### config.mk
export PLATFORM = sky130hd
export DESIGN_NAME = ifetch_queue
export DESIGN_NICKNAME = d
export VERILOG_FILES = /design/src/rtl/ifetch_queue.sv
export SDC_FILE = /design/constraint.sdc
export NUM_CORES = 1
export LEC_CHECK = 0
export CORE_MARGIN = 2
export CORE_UTILIZATION = 52
export CTS_BUF_LIST = sky130_fd_sc_hd__clkbuf_16
export CTS_CLUSTER_DIAMETER = 60
export DETAILED_ROUTE_END_ITERATION = 12
export GPL_TIMING_DRIVEN = 0
export PLACE_DENSITY = 0.74
export SYNTH_ARGS = -nofsm -noshare
export SYNTH_HDL_FRONTEND = slang
export SYNTH_SLANG_ARGS = --single-unit
### constraint.sdc
create_clock -name clk -period 5.56 [get_ports clk]
set_clock_uncertainty 0.05 [all_clocks]
set_input_delay 1.112 -clock clk [delete_from_list [all_inputs] [get_ports clk]]
set_output_delay 1.112 -clock clk [all_outputs]
set_load 0.02 [all_outputs]
### src/rtl/ifetch_queue.sv
// ifetch_queue: instruction prefetch queue between PC generation / IMEM and decode.
// Owns PC_F, issues one word read per cycle to a 1-cycle IMEM, buffers {instr, pc}
// pairs in a DEPTH-entry ring and hands the head to decode under stall/flush control.
// Optional feature macro: FETCHQ_BYPASS_EN -- when the queue is empty, a returning
// IMEM word is presented to decode in the same cycle it arrives.
module ifetch_queue #(
   parameter int              DEPTH    = 4,
   parameter int              XLEN     = 32,
   parameter int              IMEM_AW  = 8,
   parameter logic [XLEN-1:0] RESET_PC = '0
) (
   input  logic                   clk,
   input  logic                   rst,
   input  logic                   stall_D,
   input  logic                   PCSrc_E,
   input  logic [XLEN-1:0]        PC_Target_E,
   output logic                   imem_req,
   output logic [IMEM_AW-1:0]     imem_addr,
   input  logic [XLEN-1:0]        imem_rdata,
   output logic                   valid_D,
   output logic [XLEN-1:0]        Instr_D,
   output logic [XLEN-1:0]        PC_D,
   output logic [XLEN-1:0]        PCPlus4_D,
   output logic [XLEN-1:0]        PC_F,
   output logic [$clog2(DEPTH):0] q_count
);
   localparam int              PW  = $clog2(DEPTH);
   localparam logic [XLEN-1:0] NOP = XLEN'(32'h0000_0013);

   logic [XLEN-1:0] q_instr [DEPTH];
   logic [XLEN-1:0] q_pc    [DEPTH];
   logic [PW-1:0]   rd_ptr, wr_ptr;
   logic [PW:0]     count;
   logic            inflight;
   logic [XLEN-1:0] inflight_pc;
   logic [PW+1:0]   occ;
   logic            q_empty, resp, byp, enq, deq;
   logic            unused_tgt_lsb;

   // Target low bits are dropped: fetch is always word aligned.
   assign unused_tgt_lsb = ^PC_Target_E[1:0];

   assign q_count = count;
   assign q_empty = (count == '0);
   // A flush in the response cycle kills the returning word.
   assign resp    = inflight & ~PCSrc_E;
   // Reserve a slot for the in-flight word so a response is never dropped.
   assign occ       = {1'b0, count} + (PW+2)'(inflight);
   assign imem_req  = ~rst & ~PCSrc_E & (occ < (PW+2)'(DEPTH));
   assign imem_addr = PC_F[IMEM_AW+1:2];

`ifdef FETCHQ_BYPASS_EN
   assign byp = q_empty & resp;
`else
   assign byp = 1'b0;
`endif

   assign valid_D = byp | (~q_empty & ~PCSrc_E);
   // Queue head retires only when it is the one being shown to decode.
   assign deq     = ~q_empty & ~PCSrc_E & ~stall_D;
   // A bypassed word that decode accepts never lands in the queue.
   assign enq     = resp & ~(byp & ~stall_D);

   // Decode-side mux: bypass word, queue head, or NOP/zero defaults.
   always_comb begin
      Instr_D   = NOP;
      PC_D      = '0;
      PCPlus4_D = '0;
      if (byp) begin
         Instr_D = imem_rdata;
         PC_D    = inflight_pc;
      end else if (valid_D) begin
         Instr_D = q_instr[rd_ptr];
         PC_D    = q_pc[rd_ptr];
      end
      if (valid_D) PCPlus4_D = PC_D + XLEN'(4);
   end

   // Control state: fetch PC, in-flight tracking, ring pointers and occupancy.
   always_ff @(posedge clk or posedge rst) begin
      if (rst) begin
         PC_F        <= RESET_PC;
         inflight    <= 1'b0;
         inflight_pc <= '0;
         rd_ptr      <= '0;
         wr_ptr      <= '0;
         count       <= '0;
      end else if (PCSrc_E) begin
         PC_F     <= {PC_Target_E[XLEN-1:2], 2'b00};
         inflight <= 1'b0;
         rd_ptr   <= '0;
         wr_ptr   <= '0;
         count    <= '0;
      end else begin
         inflight <= imem_req;
         if (imem_req) begin
            inflight_pc <= PC_F;
            PC_F        <= PC_F + XLEN'(4);
         end
         if (enq) wr_ptr <= wr_ptr + PW'(1);
         if (deq) rd_ptr <= rd_ptr + PW'(1);
         count <= count + (PW+1)'(enq) - (PW+1)'(deq);
      end
   end

   // Entry storage; contents are only meaningful below count so no reset needed.
   always_ff @(posedge clk) begin
      if (enq) begin
         q_instr[wr_ptr] <= imem_rdata;
         q_pc[wr_ptr]    <= inflight_pc;
      end
   end
endmodule

==> flow_summary.toml <==
[route]
post_drt_wl_per_cell_um = 21.6
drtPass1Iterations = 5
antenna_left = 0
routed_wl_um = 30900
drc = 0
vias = 8239
drt_iter0_drc = 686
via_per_inst = 5.76

[sta]
slew_viol_final = 0
setup_viol = 0
slew_headroom = 0.225
period_share = 0.964
worst_pin_slew_ps = 1150
timing.setup.tns_ps = 0
fmax_ghz = 0.186
rsz0062_at_grt = "false"
final-hold-violation-count = 0
worst_slack_ps = 198
finalCriticalPeriod_ps = 5360

[power]
p_per_area_nw_per_um2 = 422
peakVddDrop_v = 0.000234
p_leak_nw = 6.13

[finish]
nets = 1150
drive_above_1_share = 0.160
diodes = 0
fillers = 1813
area_growth_pct = 26.1

[synth]
yosysWarningCount = 0
syn_area_per_cell_sq_um = 16.2
synth_common_cells = "248 x edfxtp_1, 68 x dfrtp_1, 66 x and3_1, 51 x nand2_1, 48 x mux4_2"
synth_largest_area_cell = "edfxtp_1"
synth.distinct_cells = 47
async_flop_share = 0.215
synthesis.area_sq_um = 13500
yosysMostFrequentCell = "edfxtp_1"
synthCells = 832
synth.area.top_cells = "edfxtp_1 55%, dfrtp_1 13%, mux4_2 8.0%"
ys_ff_latch = 316
ys.flop_type = "edfxtp_1"
synth_edf_count = 248
synth_top_area_frac = 0.551
ys_seq_area_frac = 0.677

[global_route]
antenna_found_initial = 0
grt_pass1_wl_um = 46700
grt_overflow = 0
grt_util_all_layers = 0.229
grt_max_degree = 70
first_global_vias = 8159

[cts]
clkTransAtPathRegs_ps = 60
htree_levels = 1
clock_path_buffers = 3
cts_root_buf = "clkbuf_16"
cts_sinks = 316
clkLatencyLatePin_ps = 550
numCtsBuffers = 31
tritoncts = "yes"

[die]
die_w_um = 165
core_area_sq_um = 25800
die_h_um = 165
rows = 59
io_pins = 209
die_area_sq_um = 27300
start_util = 0.525

[critical_path]
r2r_start = "q_count[1]"
timing.rr.end = "q_count[2]"
r2r_slack_ps = 2490
crit_path_max_fanout = 19
critPathKind = "reg -> out"
required_ps = 4400
worst_setup_path_end_kind = "output pin"
r2r_cells = 12
worstPathArrival_ps = 4200
start_kind = "flip-flop"

[place]
finalWeightedCongestion = 0.874
place_ws_ps = -1990
dp_hpwl_um = 20900
numPortBuffers = 200

[hold_path]
hp-start = "inflight_pc[24]"
hold_end = "q_pc[3][24]"
hold_path.class = "reg -> reg"
min_delay_path_depth = 0

[run_status]
outcome = "finished clean"

[run]
cap_violations = 0
[state kept, by name (all words and copies together), names as in the netlist]
name,count
q_instr,128
q_pc,120
PC_F,30
inflight_pc,30
q_count,3
rd_ptr,2
wr_ptr,2
inflight,1
[kinds of logic (layout without fill, tap and decap cells)]
logic type,after synthesis,after routing,synth area share
flip-flops,316,316,0.677
AND/OR/NAND/NOR,237,237,0.0994
multiplexers,97,97,0.135
buffers and inverters,73,332,0.0265
XOR/XNOR,51,51,0.0331
AO/OA/AOI/OAI,47,47,0.0191
adder cells (fa/ha/maj),10,10,0.00982
other,1,6,0.000278
[per-stage QoR]
stage	power, mW	utilization	cell area [sq um]	hold WS, ps	cells
floorplan	4.35	-	13500	422	837
global placement	5.26	0.619	16000	442	1372
detailed placement	5.30	0.623	16100	458	1376
CTS	7.24	0.661	17000	482	1431
global route	7.51	0.662	17000	506	1431
finish	7.20	0.662	17000	472	1431
[cell usage in the layout (no fill, tap or decap), drive strengths merged, types with 3 or more instances in the layout]
cell type      count
dfrtp             68
xor2              31
clkdlybuf4s50    199
mux2i              4
and2               8
mux2              32
nand4             19
nor2              28
and4               4
clkinv            12
or3                5
edfxtp           248
conb               6
o21ai             34
nand2b             4
inv               26
clkbuf            59
and3              66
nand2             51
nor3               8
mux4              61
nor4               3
xnor2             20
ha                 9
a21oi              6
nand3             31
buf               33
[worst max path at each step]
stage	start	to	cells after the start
2_1_floorplan	PCSrc_E	PCPlus4_D[12]	11
3_5_place_dp	PCSrc_E	PCPlus4_D[14]	14
3_3_place_gp	PCSrc_E	PCPlus4_D[14]	14
5_1_grt	q_count[1]	PCPlus4_D[14]	12
6_report	q_count[1]	PCPlus4_D[14]	12
4_1_cts	PCSrc_E	PCPlus4_D[14]	13
[worst max-delay path, stage by stage (launching register included)]
cell and delay (ps):
dfrtp_1 470, or3_1 190, buf_2 230, clkbuf_4 360
clkbuf_1 310, and3_1 250, ha_2 250, and2_4 230
nor3b_4 310, nand2_1 90, nor3_1 180, xnor2_1 150
clkdlybuf4s50_1 620
[final cells by class]
class / count / area (sq um) / area share
buffer: 56 / 318 / 0.0186
clock buffer: 31 / 776 / 0.0455
clock inverter: 26 / 170 / 0.00998
inverter: 15 / 61.3 / 0.00360
multi-input combinational: 448 / 4060 / 0.238
sequential: 316 / 9150 / 0.537
tap: 335 / 419 / 0.0246
timing repair buffer: 204 / 2090 / 0.123
[metal layers]
| layer | part of all wire | GRT usage |
|---|---|---|
| met2 | 0.48 | 0.373 |
| met1 | 0.41 | 0.319 |
| met5 | 0 | 0 |
| met4 | 0.014 | 0.0494 |
| met3 | 0.098 | 0.0529 |
[report_power, final]
part	internal [mW]	switching (mW)	total, mW
clock	1.10	0.842	1.94
sequential	2.84	0.210	3.05
combinational	1.01	1.19	2.20
[what timing repair did]
| action | in CTS | in global routing |
|---|---|---|
| hold buffers | 0 | 0 |
| buffers inserted | 0 | 0 |
| hold endpoints to repair | 0 | 0 |
| resized for setup | 15 | 4 |
| endpoints found under the setup margin | 45 | 3 |
(Power assumes the default switching activity.)
==> edit 1, RTL diff (same settings) <==
Build with the macro `FETCHQ_BYPASS_EN` defined.
--- a/src/rtl/ifetch_queue.sv
+++ b/src/rtl/ifetch_queue.sv
@@ -3,6 +3,8 @@
 // pairs in a DEPTH-entry ring and hands the head to decode under stall/flush control.
 // Optional feature macro: FETCHQ_BYPASS_EN -- when the queue is empty, a returning
 // IMEM word is presented to decode in the same cycle it arrives.
+`define FETCHQ_BYPASS_EN
+
 module ifetch_queue #(
    parameter int              DEPTH    = 4,
    parameter int              XLEN     = 32,
Formal check against the unedited RTL: not equivalent (Yosys sat finds a counterexample within 4 cycles, from zero or initial values and one cycle with rst high).
==> edit 1 against the original RTL <==
Sequential cell count is the same; via count grew 4.6%; cell area grew 0.93%; routed wire length grew 2.4%; final cell count grew 2.6%; setup slack lost 0.045 ns; critical path type unchanged; power grew 0.75%; synthesized area grew 1.1%; count of clock-buffer cells in the layout shrank 1; largest power group unchanged; highest routed layer unchanged.
==> edit 1: results <==
[clock_tree]
postCtsSetupRepairBufs = 5
cts-resized-gates = 6

[power_and_ir_drop]
power_leakage_nw = 6.007
switching_share_pct = 31.70
ir_drop_v = 0.0002653
p_clk_share_pct = 26.1

[global_route]
grt_pass1_vias = 8724
use_met2_pct = 37.13
grt_pass1_wl_um = 49150
grtUsageMet1_pct = 31.56
use_met3_pct = 4.337
track_usage_pct = 22.92

[synthesis]
synth_compound_gate_area_share_pct = 4.734
yosysSeqAreaShare_pct = 66.95
syn_area_per_cell_um2 = 15.84
synthMuxAreaShare_pct = 12.99

[drt]
wl_per_cell_um = 21.54
wl_met3_um = 2335
wl_met2_um = 14890
vias = 8614

[sta]
relSlewSlack_pct = 29.85
period_share_pct = 97.26

[place]
place.port_buffers = 198
place.gp.congestion = 0.8972

[critical_path]
cp_max_fo = 10

[layout]
fillCellCount = 1838
stdcell_count = 1468
final_layout_size_suffix_gt1_share_pct = 16.68

[status]
status = "complete, no violations"

[worst_hold_path]
min_to = "q_pc[0][3]"
## edit 1: stage by stage
stage	TNS, ns	power (mW)	utilization, %	instance area [um^2]
2_1_floorplan	0	4.400	-	13680
3_3_place_gp	-17.88	5.363	62.08	16090
3_5_place_dp	-7.607	5.391	62.52	16200
4_1_cts	0	7.297	66.27	17170
5_1_grt	-0.04126	7.557	66.40	17200
6_report	0	7.249	66.40	17200
## edit 1: final cells by class
class                           count  share of cell area, %
Inverter                            9                 0.2109
Tap cell                          335                  2.436
Sequential cell                   316                  53.18
Clock buffer                       30                  4.364
Timing Repair Buffer              210                  12.47
Clock inverter                     26                  1.004
Buffer                             60                  1.825
Multi-Input combinational cell    482                  24.52
## edit 1: critical path, cell delays in order, from the launching register on
cell	delay (ns)
dfrtp_1	0.50
or3_1	0.25
buf_1	0.47
nand3_1	0.18
nand2_1	0.15
ha_1	0.26
a21boi_2	0.34
nand3_1	0.30
nor4_2	0.40
xor2_1	0.19
clkdlybuf4s50_1	0.64
==> edit 2, RTL diff (same flow settings) <==
Without the edit above. Reset style: synchronous (`rst`), changed in one clocked block.
--- a/src/rtl/ifetch_queue.sv
+++ b/src/rtl/ifetch_queue.sv
@@ -77,7 +77,7 @@
    end
 
    // Control state: fetch PC, in-flight tracking, ring pointers and occupancy.
-   always_ff @(posedge clk or posedge rst) begin
+   always_ff @(posedge clk) begin
       if (rst) begin
          PC_F        <= RESET_PC;
          inflight    <= 1'b0;
Formal check against the unedited RTL: differs if rst is asserted again (counterexample within 4 cycles, from zero or initial values and one cycle with rst high); with rst held inactive, the same outputs for 4 cycles.
==> edit 2 against the original RTL <==
Sequential share of layout area decreased by 2.3 points; routed wire length up 6.8%; largest cell class unchanged; synthesized area is 0.33% lower; sequential cell count rose by 2; highest routed layer unchanged; cell area rose by 1.0%; setup slack worse by 0.069 ns; critical path type is now primary input to primary output.
Power is not compared: it rests on default switching activity, and its combinational part moved more than twofold at a synthesized area within 25%.
==> edit 2: results <==
[clock_tree]
cts-buffers-inserted = 34
cts-root-buf = "clkbuf_16"
htreeDepth = 2
clkLatencyLatePin_ns = 0.50
clk_pin_slew_ns = 0.06
clk_path_buf_depth = 3

[status]
status = "complete, no violations"

[critical_path]
cp_max_fo = 19
arrival_ns = 4.27

[power_and_ir_drop]
ir_drop_v = 0.0001959
power_leakage_nw = 6.206
p_switching_mw = 1.087

[synthesis]
yosys-top-cells-area = "edfxtp_1, dfxtp_1, mux4_2, nand2_1, and3_1"
asyncSetResetFlopFracSynth_pct = 0
yosysSeqAreaShare_pct = 65.70
synth_flop_cell = "edfxtp_1"
ys_types = 55
synth-edff-count = 248
synth_warnings = 0
yosys-top-cells-count = "edfxtp_1, nand2_1, dfxtp_1, a21oi_1, and3_1"

[place]
place.gp.congestion = 0.8660
place.port_buffers = 200
post-dp-hpwl_um = 21950

[global_route]
grt_pass1_vias = 8893
grt_pass1_wl_um = 50560
grt_max_degree = 61
antenna_found_initial = 0
track_usage_pct = 24.74

[drt]
drt-initial-drc-count = 857
routed_wl_um = 32990
drt_first_pass_iters = 5
via_per_inst = 5.760

[layout]
fin_nets = 1269
reg.largest.list = "q_instr x128, q_pc x120"
fillCellCount = 1760
final_layout_size_suffix_gt1_share_pct = 13.39
diodes = 0

[worst_hold_path]
hold_path.class = "register to register"

[sta]
relSlewSlack_pct = 38.57
[edit 2: power by group through the flow]
stage / Sequential (mW) / Combinational [mW] / Clock, mW
2_1_floorplan: 2.68 / 0.122 / 0
3_3_place_gp: 2.67 / 0.279 / 0
3_5_place_dp: 2.67 / 0.284 / 0
4_1_cts: 2.62 / 0.290 / 2.31
5_1_grt: 2.63 / 0.310 / 2.41
6_report: 2.62 / 0.290 / 2.28
[edit 2: routing by layer]
layer	wire length (um)	global-route usage (%)	part of all wire, %	vias to the layer above
li1	-	-	-	4048
met1	13500	32.98	41	4318
met2	15560	40.60	47	476
met3	2939	4.797	8.9	69
met4	994	9.328	3.0	0
met5	0	0	0	-
[edit 2: cells by family after synthesis]
logic type | count (synthesis) | share of synthesized area (%)
DFF | 318 | 65.70
and+or+nand+nor | 328 | 12.50
other | 1 | 0.02784
adders and majority gates | 10 | 0.9848
muxes | 70 | 11.15
buffers and inverters | 86 | 3.205
xor gates and xnor gates | 39 | 2.536
AOI/OAI and AO/OA | 93 | 3.902
[edit 2: critical path: stages]
cell             delay [ns]
dlygate4sd2_1          0.33
inv_4                  0.15
clkbuf_8               0.22
clkbuf_8               0.26
and3_1                 0.22
ha_1                   0.26
nand4_1                0.18
nor4_4                 0.24
buf_4                  0.19
buf_4                  0.16
nand2_1                0.07
xnor2_1                0.18
clkdlybuf4s50_1        0.68
[edit 2: final cells by class]
class / instances / share of cell area (%)
sequential: 318 / 51.40
multi-input combinational: 546 / 24.52
timing repair buffer: 206 / 12.31
clock buffer: 37 / 5.378
tap: 330 / 2.398
buffer: 65 / 2.275
clock inverter: 25 / 1.272
inverter: 20 / 0.4506
[edit 2: through the flow]
step	instance area (um^2)	worst slack (ns)	cells
after global routing	17220	0.01413	1547
after floorplan	13490	0.4023	950
after detailed placement	16010	-1.966	1484
after global placement	15900	-1.932	1480
after CTS	17200	0.001378	1547
final	17220	0.1285	1547
[edit 2: what timing repair did]
action                     4_1_cts  5_1_grt
hold buffers                     0        0
hold endpoints to repair         0        0
resized for setup               20        7
setup endpoints to repair       42        6
pin swaps                        1        0
buffers inserted                 2        0
[edit 2: worst paths after layout]
path	start	end	slack [ns]	depth (start not counted)
setup / recovery	PCSrc_E	PCPlus4_D[18]	0.13	13
hold / removal	inflight_pc[12]	inflight_pc[12]	0.45	2
setup reg to reg	q_count[1]	q_count[2]	2.58	11
hold reg to reg	inflight_pc[12]	inflight_pc[12]	0.45	2
